### src/rtl/theta_slice_engine_if.sv
// Slice-stream handshake between the round sequencer (master) and the theta engine (slave).
// The out_stall signal exists only when THETA_STALL_EN is defined.
interface theta_slice_engine_if;
  logic        start;
  logic [24:0] in;
  logic        ready;
  logic        put_input;
  logic        out_ready;
  logic [24:0] out;
`ifdef THETA_STALL_EN
  logic        out_stall;

  modport master (
    output start, in, out_stall,
    input  ready, put_input, out_ready, out
  );
  modport slave (
    input  start, in, out_stall,
    output ready, put_input, out_ready, out
  );
`else
  modport master (
    output start, in,
    input  ready, put_input, out_ready, out
  );
  modport slave (
    input  start, in,
    output ready, put_input, out_ready, out
  );
`endif
endinterface

### src/rtl/theta_slice_engine.sv
// Keccak theta step on a 25 x LANE_W state, streamed in and out one 25-bit slice per cycle.
// Optional output back-pressure (out_stall) is enabled by defining THETA_STALL_EN.
module theta_slice_engine #(
  parameter int unsigned LANE_W = 64,
  parameter int unsigned CNT_W  = (LANE_W > 1) ? $clog2(LANE_W) : 1
) (
  input logic                 clk,
  input logic                 rst,
  theta_slice_engine_if.slave bus
);

  typedef enum logic [1:0] {StIdle, StLoad, StEmit} state_e;

  localparam logic [CNT_W-1:0] LastZ = CNT_W'(LANE_W - 1);

  state_e           state_q;
  logic [CNT_W-1:0] cnt_q;
  logic [4:0]       cprev_q;
  logic             put_input_q;
  logic             out_ready_q;
  logic [24:0]      out_q;
  logic [24:0]      store_q [LANE_W];

  function automatic logic [4:0] col_parity(input logic [24:0] s);
    logic [4:0] p;
    for (int x = 0; x < 5; x++) begin
      p[x] = s[x] ^ s[x+5] ^ s[x+10] ^ s[x+15] ^ s[x+20];
    end
    return p;
  endfunction

  function automatic logic [24:0] theta(input logic [24:0] s, input logic [4:0] cp);
    logic [4:0]  c;
    logic [4:0]  d;
    logic [24:0] r;
    c = col_parity(s);
    for (int x = 0; x < 5; x++) begin
      d[x] = c[(x+4)%5] ^ cp[(x+1)%5];
    end
    for (int y = 0; y < 5; y++) begin
      for (int x = 0; x < 5; x++) begin
        r[x+5*y] = s[x+5*y] ^ d[x];
      end
    end
    return r;
  endfunction

  logic             stall;
  logic [CNT_W-1:0] cnt_nxt;
  logic [24:0]      slice0;
  logic [4:0]       c_last;
  logic [24:0]      next_slice;

`ifdef THETA_STALL_EN
  assign stall = bus.out_stall;
`else
  assign stall = 1'b0;
`endif

  assign cnt_nxt    = cnt_q + 1'b1;
  // Slice 0 output is formed on the last load edge, while slice LANE_W-1 is still on the input.
  assign slice0     = (LANE_W == 1) ? bus.in : store_q[0];
  assign c_last     = col_parity(bus.in);
  assign next_slice = store_q[cnt_nxt];

  always_ff @(posedge clk) begin
    if (state_q == StLoad) begin
      store_q[cnt_q] <= bus.in;
    end
  end

  always_ff @(posedge clk) begin
    if (rst) begin
      state_q     <= StIdle;
      cnt_q       <= '0;
      cprev_q     <= '0;
      put_input_q <= 1'b0;
      out_ready_q <= 1'b0;
      out_q       <= '0;
    end else begin
      unique case (state_q)
        StIdle: begin
          if (bus.start) begin
            state_q     <= StLoad;
            put_input_q <= 1'b1;
            cnt_q       <= '0;
          end
        end
        StLoad: begin
          cnt_q <= cnt_nxt;
          if (cnt_q == LastZ) begin
            state_q     <= StEmit;
            put_input_q <= 1'b0;
            cnt_q       <= '0;
            out_ready_q <= 1'b1;
            out_q       <= theta(slice0, c_last);
            cprev_q     <= col_parity(slice0);
          end
        end
        StEmit: begin
          if (!stall) begin
            if (cnt_q == LastZ) begin
              state_q     <= StIdle;
              cnt_q       <= '0;
              out_ready_q <= 1'b0;
              out_q       <= '0;
            end else begin
              cnt_q   <= cnt_nxt;
              out_q   <= theta(next_slice, cprev_q);
              cprev_q <= col_parity(next_slice);
            end
          end
        end
        default: state_q <= StIdle;
      endcase
    end
  end

  assign bus.ready     = (state_q == StIdle);
  assign bus.put_input = put_input_q;
  assign bus.out_ready = out_ready_q;
  assign bus.out       = out_q;

endmodule

### src/flat_wrapper.sv
// flat-port wrapper written by rule: the top's interface ports become plain ports
module theta_slice_engine_flat 
#(
  parameter int unsigned LANE_W = 64,
  parameter int unsigned CNT_W  = (LANE_W > 1) ? $clog2(LANE_W) : 1
)
  (clk, rst, bus_start, bus_in, bus_ready, bus_put_input, bus_out_ready, bus_out);
  theta_slice_engine_if bus_i ();
  input logic clk;
  input logic rst;
  input wire logic [$bits(bus_i.start)-1:0] bus_start;
  input wire logic [$bits(bus_i.in)-1:0] bus_in;
  output wire logic [$bits(bus_i.ready)-1:0] bus_ready;
  output wire logic [$bits(bus_i.put_input)-1:0] bus_put_input;
  output wire logic [$bits(bus_i.out_ready)-1:0] bus_out_ready;
  output wire logic [$bits(bus_i.out)-1:0] bus_out;
  assign bus_i.start = bus_start;
  assign bus_i.in = bus_in;
  assign bus_ready = bus_i.ready;
  assign bus_put_input = bus_i.put_input;
  assign bus_out_ready = bus_i.out_ready;
  assign bus_out = bus_i.out;
  theta_slice_engine #(.LANE_W(LANE_W), .CNT_W(CNT_W)) u_core (.clk(clk), .rst(rst), .bus(bus_i));
endmodule
### config.mk
export PLATFORM = sky130hd
export DESIGN_NAME = theta_slice_engine_flat
export DESIGN_NICKNAME = d
export VERILOG_FILES = /design/src/rtl/theta_slice_engine_if.sv /design/src/rtl/theta_slice_engine.sv /design/src/flat_wrapper.sv
export SDC_FILE = /design/constraint.sdc
export NUM_CORES = 2
export LEC_CHECK = 0
export ABC_AREA = 1
export CORE_MARGIN = 2
export CORE_UTILIZATION = 30
export DETAILED_ROUTE_END_ITERATION = 12
export HOLD_SLACK_MARGIN = 0.12
export RECOVER_POWER = 50
export SLEW_MARGIN = 20
export SYNTH_ARGS = -nofsm -noshare
export SYNTH_HDL_FRONTEND = slang
export SYNTH_SLANG_ARGS = --single-unit
### constraint.sdc
create_clock -name clk -period 4 [get_ports clk]
set_clock_uncertainty 0.1 [all_clocks]
set_input_delay 0.8 -clock clk [delete_from_list [all_inputs] [get_ports clk]]
set_output_delay 0.8 -clock clk [all_outputs]
set_load 0.1 [all_outputs]
=== Word level (Yosys, flattened, before mapping) ===
Memory sizes are Yosys's and may differ from the RTL's.
Index checks and enable logic that the tools add are counted.

* Reductions and logical operators: 11
* Add/subtract/negate cells: 1
* Eq/ne operators: 7
* Bitwise operators: 120
* Multiplexer cells: 20

{| class="wikitable"
|+ Operators with widths
! operator !! number
|-
| bitwise XOR 1 bit || 120
|-
| 2-to-1 mux 25 bit || 2
|-
| case mux 25 bit (2 select lines) || 1
|-
| 2-to-1 mux 6 bit || 2
|-
| case mux 6 bit (2 select lines) || 1
|-
| AND reduction 3 bit || 4
|-
| 2-to-1 mux 5 bit || 2
|-
| case mux 5 bit (2 select lines) || 1
|-
| adder 6 x 1 -> 6 bit, second input constant || 1
|-
| == test 6 bit, second input constant || 1
|-
| 2-to-1 mux 2 bit || 3
|-
| != test 2 bit, second input constant || 3
|-
| case mux 2 bit (3 select lines) || 1
|-
| nonzero test 2 bit || 3
|-
| 2-to-1 mux 1 bit || 5
|-
| case mux 1 bit (2 select lines) || 2
|-
| AND reduction 2 bit || 2
|-
| == test 2 x 1 -> 1 bit, second input constant || 1
|-
| == test 2 bit, second input constant || 1
|-
| logical NOT 2 bit || 1
|-
| != test 2 x 1 -> 1 bit, second input constant || 1
|-
| OR reduction 2 bit || 1
|}

* Flip-flop bits (word level): 40
* RAM bits: 1,600
* Bits of input ports: 28
* Memories kept: 1
* Output and inout bits: 28

{| class="wikitable"
|+ Memory list
! name !! words !! bits a word !! read ports !! clocked after Yosys merged registers in !! write ports !! line !! source
|-
| u_core.store_q || 64 || 25 || 2 || 0 || 1 || theta_slice_engine.sv:22 || <nowiki>logic [24:0] store_q [LANE_W];</nowiki>
|}

=== Logic depth before layout (Yosys ltp) ===
An unclocked memory read counts as a cell.

* Word-level depth: 10
* Gate-level depth with buffers: 24
* Depth with buffers taken out: 22

=== Worst setup path before layout ===
Ideal clock, no wire load.

* Path kind: reg2reg
* Start point: reg u_core.cnt_q[0]
* End point: mem u_core.store_q[17][0], enable pin
* Data required time: 3.429 ns
* Setup slack: -0.105 ns
* Data arrival time: 3.534 ns
* Cell stages (with the launch flop): 7
* Cells stage by stage: dfxtp_1 buf_4 inv_4 buf_4 buf_2 buf_2 nor4_1

{| class="wikitable"
|+ RTL lines
! item !! line !! source
|-
| start: declaration || theta_slice_engine.sv:17 || <nowiki>logic [CNT_W-1:0] cnt_q;</nowiki>
|-
| start signal: assignment || theta_slice_engine.sv:90 || <nowiki>cnt_q <= cnt_nxt;</nowiki>
|-
| start signal: assignment || theta_slice_engine.sv:108 || <nowiki>cnt_q <= cnt_nxt;</nowiki>
|-
| end: declaration || theta_slice_engine.sv:22 ||
|}

No word-level cell before the write port.

=== Worst setup path in the final report ===
* Start point: in bus_in[8]
* End point: mem u_core.store_q[31][8] (data pin)

{| class="wikitable"
|+ RTL lines
! item !! line !! source
|-
| start: declaration || flat_wrapper.sv:12 || <nowiki>input wire logic [$bits(bus_i.in)-1:0] bus_in;</nowiki>
|}

No word-level cell before the write port.

==> flow_summary.json <==
{
  "die_h_um": 480,
  "max_freq_mhz": 258,
  "total_power_mw": 50.7,
  "async_flop_share_pct": 0,
  "cp_max_fo": 33,
  "ys_seq_area_share_pct": 71.9,
  "wl_per_cell_um": 23.2,
  "path_class": "primary input to flop",
  "worstReg2RegEnd": "u_core.bus.out[2]$_SDFFE_PP0P_",
  "drt_iter0_markers": 6197,
  "hp-class": "flop to flop",
  "avgSynthCellArea_um2": 11.4,
  "reg2reg_from": "u_core.cnt_q[0]$_SDFFE_PP0P_",
  "reg2reg_slack_ps": 160,
  "wl_met3_um": 21400,
  "synth.distinct_cells": 36,
  "peakVddDrop_v": 0.000575,
  "status": "finished, violations left",
  "h-tree-depth": 4,
  "startpoint_type": "primary input",
  "cpMaxStageDelayCell": "clkbuf_1",
  "detail-route-antenna-nets": 0,
  "via_count": 46700,
  "fin_crit_ps": 3870,
  "synthTopCellsByArea": "edfxtp_1 (71%), nand2_1 (11%), nand3_1 (10%)",
  "setup_viol": 0,
  "rsz0062_at_grt": "false",
  "dr_wl_met2_um": 97200,
  "fp.dieW_um": 480,
  "post-route-period-util_pct": 96.7,
  "worstHoldStart": "u_core.cprev_q[4]$_SDFFE_PP0P_",
  "core_area_um2": 225000,
  "hold_end": "u_core.cprev_q[4]$_SDFFE_PP0P_",
  "drtPass1Iterations": 6,
  "drc": 0,
  "clkLatencyLatePin_ps": 810,
  "clock-root-buffer": "clkbuf_16",
  "max_stage_delay_ps": 1610,
  "gp_congestion": 0.921,
  "crit_top_cell": "clkbuf_1",
  "crit_arrival_ps": 4230,
  "grt_max_degree": 132,
  "fin_ws_ps": 131,
  "grt_antenna_before_repair": 21,
  "syn_inst": 5940,
  "syn_area_um2": 68000,
  "crit_required_ps": 4360,
  "final_nets": 6095,
  "start_util_pct": 30.2,
  "synth_edf_count": 1600,
  "die_area_um2": 230000,
  "tightest_slew_ps": 3670,
  "setup_tns_ps": 0,
  "ys_warn_count": 0,
  "grt_pass1_wl_um": 306000,
  "ys_ff_latch": 1640,
  "path_cells": "clkbuf_1, clkbuf_1, clkbuf_2",
  "worst-r2r-cell-count": 20,
  "clk_pin_slew_ps": 60,
  "synth_top_area_cell": "edfxtp_1",
  "synth_fp_nets": 5972,
  "violations": "max-capacitance violations, max-slew violations",
  "port_buffers": 55,
  "area_delta_synth_final_pct": 15.9,
  "routed.top_layer": "met5",
  "relSlewSlack_pct": -145,
  "hold_slack_ps": 411,
  "rows": 174,
  "yosysTopAreaCellShare_pct": 70.7,
  "grt.total_usage_pct": 17.9,
  "utilization_pct": 35.0,
  "via_per_inst": 5.08,
  "wl_um": 213000,
  "cellLeakagePower_nw": 27.9,
  "grt_pass1_vias": 43600,
  "numCtsBuffers": 170,
  "p_per_area_nw_per_um2": 643,
  "synth_flop_cell": "edfxtp_1",
  "maxCapViolCount": 27,
  "cts-hold-fix-buffers": 0,
  "end_kind": "flop",
  "slew_violations": 1309,
  "cts_sinks": 1640,
  "finalHoldViolCount": 0,
  "whs_path_depth": 2,
  "drive_gt1_share_pct": 9.84,
  "tritoncts": "yes",
  "dp_hpwl_um": 125000,
  "cts.path.max_buffers": 3,
  "pre_cts_ws_ps": 209,
  "wl_met1_um": 87500,
  "boundaryPins": 56,
  "grt_overflow_total": 0
}
==> how the worst max path moves through the flow <==
stage	start	end	slack (ps)
after detailed placement	u_core.cnt_q[0]$_SDFFE_PP0P_	u_core.bus.out[2]$_SDFFE_PP0P_	210
final	bus_in[8]	u_core.store_q[31][8]$_DFFE_PP_	130
after global placement	u_core.cnt_q[0]$_SDFFE_PP0P_	u_core.bus.out[2]$_SDFFE_PP0P_	230
after global routing	u_core.cnt_q[0]$_SDFFE_PP0P_	u_core.bus.out[8]$_SDFFE_PP0P_	4
after CTS	u_core.cnt_q[0]$_SDFFE_PP0P_	u_core.bus.out[2]$_SDFFE_PP0P_	200
after floorplan	u_core.cnt_q[0]$_SDFFE_PP0P_	u_core.store_q[17][0]$_DFFE_PP_	-100
==> where the power goes <==
part | switching [mW] | internal, mW
Combinational | 10.9 | 4.34
Clock | 6.77 | 9.18
Sequential | 0.330 | 19.1
Total | 18.0 | 32.7
==> layout by cell type, fill, tap and decap left out, types with 9 or more instances in the layout <==
master and n:
nand2_1 2043, edfxtp_1 1600, nand3_1 1405, clkbuf_16 174, buf_4 153, o21ai_0 88
inv_1 87, clkbuf_1 69, buf_12 65, nor2_1 59, nor2_2 57, a21oi_1 46
clkinv_1 39, dfxtp_1 39, xnor2_1 33, clkdlybuf4s50_1 30, clkinv_2 26, clkbuf_2 22
bufinv_16 16, nand2_2 15, o22ai_1 15, or2_2 12, xor2_1 11, inv_2 10
clkbuf_8 9
==> cells by family (layout without fill, tap and decap cells) <==
| family | Yosys count | after routing | share of synthesized area [%] |
|---|---|---|---|
| AOI/OAI and AO/OA | 164 | 164 | 1.29 |
| and+or+nand+nor | 3619 | 3619 | 22.8 |
| adders and majority gates | 4 | 4 | 0.0736 |
| DFF | 1640 | 1640 | 71.9 |
| xor gates and xnor gates | 46 | 46 | 0.615 |
| buffers and inverters | 467 | 726 | 3.36 |
| other | 0 | 5 | 0 |
==> repair_timing <==
action	in CTS	in global routing
endpoints found under the hold margin	0	0
gates resized for setup	0	11
setup endpoints to repair	0	10
buffers inserted	0	2
==> cell type report <==
| cell class | count | area, um2 |
|---|---|---|
| inverter | 104 | 422 |
| multi-input combinational | 3833 | 17100 |
| tap | 2992 | 3740 |
| clock inverter | 95 | 978 |
| clock buffer | 213 | 4590 |
| timing repair buffer | 314 | 3110 |
| sequential | 1640 | 48900 |
| fill | 22000 | 146000 |
| antenna | 5 | 12.5 |
==> metrics by stage <==
step	instances	instance area [um2]
after global placement	8881	73300
after floorplan	5940	68000
after detailed placement	8881	73300
after global routing	9194	78800
after CTS	9189	78900
final	9196	78800
==> Yosys cell counts (2+ instances only) <==
cell type,instances
a21oi_1,47
buf_1,3
buf_2,222
buf_4,45
buf_6,11
clkbuf_1,82
clkinv_1,4
dfxtp_1,40
edfxtp_1,1600
ha_1,4
inv_1,88
inv_2,11
nand2_1,2047
nand2_2,13
nand3_1,1408
nand3_2,3
nand4_1,8
nor2_1,116
nor2_4,2
nor4_1,7
o211ai_1,8
o21ai_0,88
o21ai_1,3
o22ai_1,15
or2_2,12
xnor2_1,33
xor2_1,11
==> routing by layer <==
| layer | vias to the layer above | GRT usage, % |
|---|---|---|
| met5 | - | 0 |
| met4 | 2 | 6.16 |
| met3 | 321 | 3.92 |
| met2 | 2254 | 27.8 |
| met1 | 23000 | 24.7 |
| li1 | 21100 | - |
==> registers in the layout (all words and copies together), names as in the netlist <==
name	count
u_core.cnt_q	6
u_core.state_q	2
u_core.bus.out	25
u_core.bus.put_input	1
u_core.bus.out_ready	1
u_core.cprev_q	5
u_core.store_q	1600
==> critical path: cells and delay by family <==
family | cells | cell delay, ps
buffers and inverters | 3 | 3320
Note: power is estimated with default switching activity, not from simulation.
